===== src/rtl/bsg_frame_loopback_multi.sv =====
// Frame-aware ring loopback node: rewrites each accepted packet by mode, queues it in a
// small FIFO and returns it to the ring, with saturating rx/tx/drop counters for bring-up.
module bsg_frame_loopback_multi #(
    parameter int ring_width_p = 80,
    parameter int id_width_p   = 4,
    parameter int els_p        = 4,
    parameter int cnt_width_p  = 16
) (
    input  logic                    clk_i,
    input  logic                    reset_n_i,
    input  logic                    v_i,
    input  logic [ring_width_p-1:0] data_i,
    output logic                    ready_o,
    output logic                    v_o,
    output logic [ring_width_p-1:0] data_o,
    input  logic                    yumi_i,
    input  logic [1:0]              mode_i,
    input  logic [id_width_p-1:0]   node_id_i,
    input  logic                    flush_i,
    output logic [cnt_width_p-1:0]  rx_cnt_o,
    output logic [cnt_width_p-1:0]  tx_cnt_o,
    output logic [cnt_width_p-1:0]  drop_cnt_o
);

    localparam int ptr_w_lp = $clog2(els_p);
    localparam int occ_w_lp = ptr_w_lp + 1;
    localparam int pay_w_lp = ring_width_p - 2 * id_width_p;

    localparam logic [ptr_w_lp-1:0]    ptr_one_lp = 1;
    localparam logic [occ_w_lp-1:0]    occ_one_lp = 1;
    localparam logic [occ_w_lp-1:0]    occ_full_lp = occ_w_lp'(els_p);
    localparam logic [cnt_width_p-1:0] cnt_one_lp = 1;

    typedef enum logic [1:0] {
        MODE_PASS  = 2'd0,
        MODE_SWAP  = 2'd1,
        MODE_STAMP = 2'd2,
        MODE_DROP  = 2'd3
    } mode_e;

    logic [ring_width_p-1:0] mem_q [els_p];
    logic [ptr_w_lp-1:0]     wptr_q, wptr_d, rptr_q, rptr_d;
    logic [occ_w_lp-1:0]     occ_q, occ_d;
    logic                    live_q;
    logic [cnt_width_p-1:0]  rx_q, tx_q, drop_q;

    logic                    full, accept, store, deq;
    logic [ring_width_p-1:0] wdata;
    logic [id_width_p-1:0]   dst_id, src_id;
    logic [pay_w_lp-1:0]     payload;
    mode_e                   mode;

    assign mode    = mode_e'(mode_i);
    assign dst_id  = data_i[ring_width_p-1 -: id_width_p];
    assign src_id  = data_i[ring_width_p-id_width_p-1 -: id_width_p];
    assign payload = data_i[pay_w_lp-1:0];

    // live_q holds ready_o low until the first clock edge after reset release.
    assign full    = (occ_q == occ_full_lp);
    assign ready_o = live_q & ~full & ~flush_i;
    assign accept  = v_i & ready_o;
    assign store   = accept & (mode != MODE_DROP);
    assign deq     = yumi_i & v_o & ~flush_i;

    assign v_o    = (occ_q != '0);
    assign data_o = mem_q[rptr_q];

    always_comb begin
        wdata = data_i;
        case (mode)
            MODE_SWAP:  wdata = {src_id, dst_id, payload};
            MODE_STAMP: wdata = {src_id, node_id_i, payload};
            default:    wdata = data_i;
        endcase
    end

    always_comb begin
        wptr_d = wptr_q;
        rptr_d = rptr_q;
        occ_d  = occ_q;
        if (flush_i) begin
            wptr_d = '0;
            rptr_d = '0;
            occ_d  = '0;
        end else begin
            if (store) wptr_d = wptr_q + ptr_one_lp;
            if (deq)   rptr_d = rptr_q + ptr_one_lp;
            if (store && !deq)      occ_d = occ_q + occ_one_lp;
            else if (!store && deq) occ_d = occ_q - occ_one_lp;
        end
    end

    always_ff @(posedge clk_i or negedge reset_n_i) begin
        if (!reset_n_i) begin
            wptr_q <= '0;
            rptr_q <= '0;
            occ_q  <= '0;
            live_q <= 1'b0;
        end else begin
            wptr_q <= wptr_d;
            rptr_q <= rptr_d;
            occ_q  <= occ_d;
            live_q <= 1'b1;
        end
    end

    always_ff @(posedge clk_i) begin
        if (store) mem_q[wptr_q] <= wdata;
    end

    // Counters stick at all-ones instead of wrapping.
    always_ff @(posedge clk_i or negedge reset_n_i) begin
        if (!reset_n_i) begin
            rx_q   <= '0;
            tx_q   <= '0;
            drop_q <= '0;
        end else begin
            if (accept && (rx_q != '1)) rx_q <= rx_q + cnt_one_lp;
            if (yumi_i && (tx_q != '1)) tx_q <= tx_q + cnt_one_lp;
            if (accept && (mode == MODE_DROP) && (drop_q != '1)) drop_q <= drop_q + cnt_one_lp;
        end
    end

    assign rx_cnt_o   = rx_q;
    assign tx_cnt_o   = tx_q;
    assign drop_cnt_o = drop_q;

endmodule


===== config.mk =====
export PLATFORM = sky130hd
export DESIGN_NAME = bsg_frame_loopback_multi
export DESIGN_NICKNAME = d
export VERILOG_FILES = /design/src/rtl/bsg_frame_loopback_multi.sv
export SDC_FILE = /design/constraint.sdc
export NUM_CORES = 1
export LEC_CHECK = 0
export ABC_AREA = 1
export CORE_MARGIN = 4
export CORE_UTILIZATION = 49
export CTS_CLUSTER_DIAMETER = 80
export DETAILED_ROUTE_END_ITERATION = 12
export PLACE_DENSITY = 0.76
export SETUP_SLACK_MARGIN = 0.1
export SKIP_CTS_REPAIR_TIMING = 1
export SYNTH_ARGS = -nofsm -noshare
export SYNTH_HDL_FRONTEND = slang
export SYNTH_SLANG_ARGS = --single-unit

===== constraint.sdc =====
create_clock -name clk_i -period 4.8 [get_ports clk_i]
set_clock_uncertainty 0.15 [all_clocks]
set_input_delay 0.96 -clock clk_i [delete_from_list [all_inputs] [get_ports clk_i]]
set_output_delay 0.96 -clock clk_i [all_outputs]
set_load 0.02 [all_outputs]

# Word-level counts from Yosys, hierarchy flattened
# Memory sizes are Yosys's and may differ from the RTL's.
# Cells that the tools add are included.
totals:
  regBits: 56
  ram_bits: 320
  in_bits: 91
  output_inout_bits: 130
  word_cells: 53
  n_memories: 1
memory_table:
  columns: ["memory", "words", "word_bits", "rd", "rd_clocked_by_memory_dff", "wr", "line", "text"]
  rows:
  - ["mem_q", 4, 80, 1, 0, 1, "41", "logic [ring_width_p-1:0] mem_q [els_p];"]
classes:
  add_sub_neg: 7
  n_eq_ne: 8
  n_mux: 10
  bitwise_logic: 8
  reduce_logical: 12
ops:
  columns: ["cell", "n"]
  rows:
  - ["$pmux 80 s2", 1]
  - ["$add 16x1->16 const B", 3]
  - ["$ne 16x16->1 const B", 3]
  - ["$mux 3", 3]
  - ["$mux 2", 4]
  - ["$and 1x1->1", 6]
  - ["$logic_and 1x1->1", 6]
  - ["$reduce_bool 3->1", 2]
  - ["$add 2x1->2 const B", 2]
  - ["$eq 2x2->1 const B", 2]
  - ["$reduce_bool 2->1", 2]
  - ["$add 3x1->3 const B", 1]
  - ["$eq 3x3->1 const B", 1]
  - ["$sub 3x1->3 const B", 1]
  - ["$eq 2x1->1 const B", 1]
  - ["$logic_not 1->1", 2]
  - ["$mux 1", 2]
  - ["$ne 2x2->1 const B", 1]
  - ["$not 1->1", 2]

# Logic depth before layout (Yosys ltp)
logic_depth:
  depth_word: 11
  mapped_depth: 12
  depth_no_buf: 12

# Least setup slack after synthesis
# Ideal clock, no wire load.
synth_path:
  path_type: "input port to flip-flop"
  startpoint: "input port mode_i[0]"
  endpoint: "memory mem_q[0][0] (enable)"
  setup_ns: 0.519
  t_arrival_ns: 4.828
  required_ns: 4.131
  slack_ns: -0.697
  stages: 4
  n_path_buf: 0
  cell_sequence: "ha_1 > inv_1 > nand4_1 > nor2_1"
synth_via:
  elab_chain_cells: 4
synth_lines:
  columns: ["element", "line", "text"]
  rows:
  - ["start, declared", "17", "input logic [1:0] mode_i,"]
  - ["$ne 2x2->1", "62", "assign store = accept & (mode != MODE_DROP);"]
  - ["$and 1x1->1", "62", null]
  - ["$mux 1", "108", "if (store) mem_q[wptr_q] <= wdata;"]
  - ["$mux 1 (implied by the code)", "108", null]
  - ["end, declared", "41", null]
# No other way between the ends.

# Final worst setup path
layout_path:
  startpoint: "register rptr_q[0]"
  endpoint: "output port data_o[9]"
layout_via:
  elab_chain_cells: 1
layout_lines:
  columns: ["element", "line", "text"]
  rows:
  - ["start, declared", "42", "logic [ptr_w_lp-1:0] wptr_q, wptr_d, rptr_q, rptr_d;"]
  - ["start signal, assigned", "101", "rptr_q <= rptr_d;"]
  - ["$mem_v2 4x80", null, null]
  - ["end, declared", "15", "output logic [ring_width_p-1:0] data_o,"]
# No other way between the ends.

==> reports/results.txt <==
TritonCTS clock tree: done
RSZ-0062 raised after global routing: false
Layout Nets: 1585
layout cells sized above 1: 6.22%
CP Launch Type: flop
clock latency on the worst-skew pair: 0.52 ns
Synth top area share: 63.1%
final routed DRC violation total: 0
post-synthesis cell count: 1266
most common cell after layout, fill and taps aside: edfxtp_1
post-synth top area cell: edfxtp_1
DR iter-0 viols: 776
kind of critical path: flop to output pin
hold path depth: 1
Lkg Pwr: 6.80 nW
Worst VDD drop: 0.000311 V
endpoint type of the worst setup path: output pin
cell area after synthesis: 15200 um2
Worst EP required: 3.69 ns
register bit total from synthesis: 376
I/O pin total: 221
Final Hold Vio Count: 0
Tmin final: 4.13 ns
site row count: 64
HP Class: flop to flop
R2R setup slack: 2.30 ns
gr usage total: 20.1%
most frequent cells in the layout: edfxtp_1, clkdlybuf4s50_1, nor2_1, nand2_1, o21ai_0
relative slew slack: 34.4%
Starting Density: 49.8%
post-route core utilization: 62.7%
Ys Warns: 0
post-synthesis sequential area ratio: 72.3%
CTS root buf: clkbuf_16
Die Y: 184 um
Avg Vias per Cell: 5.38
H-tree levels: 2
clk slew on worst S/H paths: 0.06 ns
status: complete, no violations
maximum clock rate: 242 MHz
power density cells: 460 nW/um2
placed cells: 1839
synth top area cells: edfxtp_1, dfrtp_1, o21ai_0, nor2_1, nand2_1
max-cap viol count: 0
R2R depth: 5
global placement routability congestion: 0.869
setup TNS: 0 ns
launch point of the worst reg-to-reg path: occ_q[0]$_DFFE_PN0P_
Die X: 184 um
Slew @ Worst Pin: 0.980 ns
Overall Power: 8.82 mW
drt first pass iters: 5
Worst Hold End: occ_q[0]$_DFFE_PN0P_
clk buf depth: 3
Clock Sinks: 376
core area: 30600 um2
WL per Instance: 18.2 um
hold_sp: occ_q[0]$_DFFE_PN0P_
die area: 33900 um2
CP max FO: 96
post-route ant nets: 0
Avg Cell Area, Syn: 12.0 um2
global route overflow: 0
Distinct cells, synth: 32
setup violators final: 0
largest net degree at the start of global routing: 97
clock buffer count from CTS: 38
DP HPWL: 21400 um
final max-slew violation count: 0
part of the cycle the worst path needs: 86.0%
WL final: 34700 um
first-pass GRT wire length: 54600 um
total number of vias: 10300
area growth from synthesis to layout: 25.9%
Buffers on Ports: 220
vias in the first global route: 10200
antenna violations before repair: 1
Worst EP arrival: 3.02 ns
Layout Cells excl Fill: 1909
reg2reg end: mem_q[1][42]$_DFFE_PP_
syn nets: 1368
-- cells by family after synthesis --
group	share of synthesized area, %
AOI/OAI and AO/OA	9.71
xor gates and xnor gates	1.90
adders and majority gates	0.953
buffers and inverters	2.87
DFF	72.3
other	0.0246
and+or+nand+nor	12.2
-- critical path, cell delays in order (launching register included) --
cell             delay [ns]
dfrtp_4                0.90
buf_12                 0.36
o21ai_0                0.19
o22ai_1                0.27
clkdlybuf4s50_1        0.64
-- final cells by class --
cell class	instances	area, um2
clock inverter	27	241
fill	2321	11400
sequential	376	11000
antenna	1	2.50
timing repair buffer	236	2420
multi-input combinational	778	3800
clock buffer	42	987
tap	396	495
inverter	53	201
-- report_power, final --
| part | switching (mW) | internal [mW] | leakage, nW |
|---|---|---|---|
| Combinational | 1.24 | 0.873 | 2.56 |
| Clock | 1.18 | 1.70 | 0.607 |
| Sequential | 0.155 | 3.67 | 3.63 |
| Total | 2.57 | 6.25 | 6.80 |
-- cells in the mapped netlist --
master	instances
or2_2	2
fa_1	1
o22ai_1	80
nand4_1	10
nand2b_1	1
xnor2_1	20
o21ai_0	172
edfxtp_1	320
nor2_4	3
clkbuf_1	47
buf_2	7
inv_2	5
clkinv_1	1
conb_1	1
nor3_1	10
buf_1	4
o21ai_1	8
nand2_1	195
o21ai_2	1
xor2_1	13
a21oi_1	11
nand2_2	3
dfrtp_1	56
ha_1	10
a31oi_2	1
buf_6	1
nand3_1	26
inv_1	47
nor3_2	1
nand2_4	1
nor2_1	205
nand3b_1	3
-- registers in the layout (all words and copies together) (netlist names) --
name,count
rx_cnt_o,16
rptr_q,2
mem_q,320
tx_cnt_o,16
drop_cnt_o,16
occ_q,3
wptr_q,2
live_q,1
-- per-stage QoR --
| stage | setup slack (ns) | hold WS (ns) | instance area [um2] |
|---|---|---|---|
| 5_1_grt | 0.459 | 0.393 | 19200 |
| 2_1_floorplan | -0.697 | 0.317 | 15200 |
| 3_5_place_dp | 1.04 | 0.357 | 17900 |
| 4_1_cts | 0.557 | 0.367 | 19200 |
| 3_3_place_gp | 1.12 | 0.340 | 17900 |
| 6_report | 0.670 | 0.364 | 19200 |
-- per-layer routing --
layer	GRT usage [%]	vias to the layer above	part of all wire [%]
li1	-	4931	-
met1	26.5	4983	41
met2	34.8	297	51
met3	2.94	63	5.2
met5	0	-	0
met4	6.24	0	2.8
-- worst max-delay path by stage --
stage,endpoint,slack [ns],from
after CTS,data_o[10],0.56,rptr_q[0]$_DFFE_PN0P_
after detailed placement,mem_q[1][56]$_DFFE_PP_,1.04,mode_i[0]
after floorplan,mem_q[0][0]$_DFFE_PP_,-0.70,mode_i[0]
after global placement,mem_q[1][52]$_DFFE_PP_,1.12,mode_i[0]
after global routing,data_o[5],0.46,rptr_q[0]$_DFFE_PN0P_
final,data_o[9],0.67,rptr_q[0]$_DFFE_PN0P_
(Power assumes the default switching activity.)
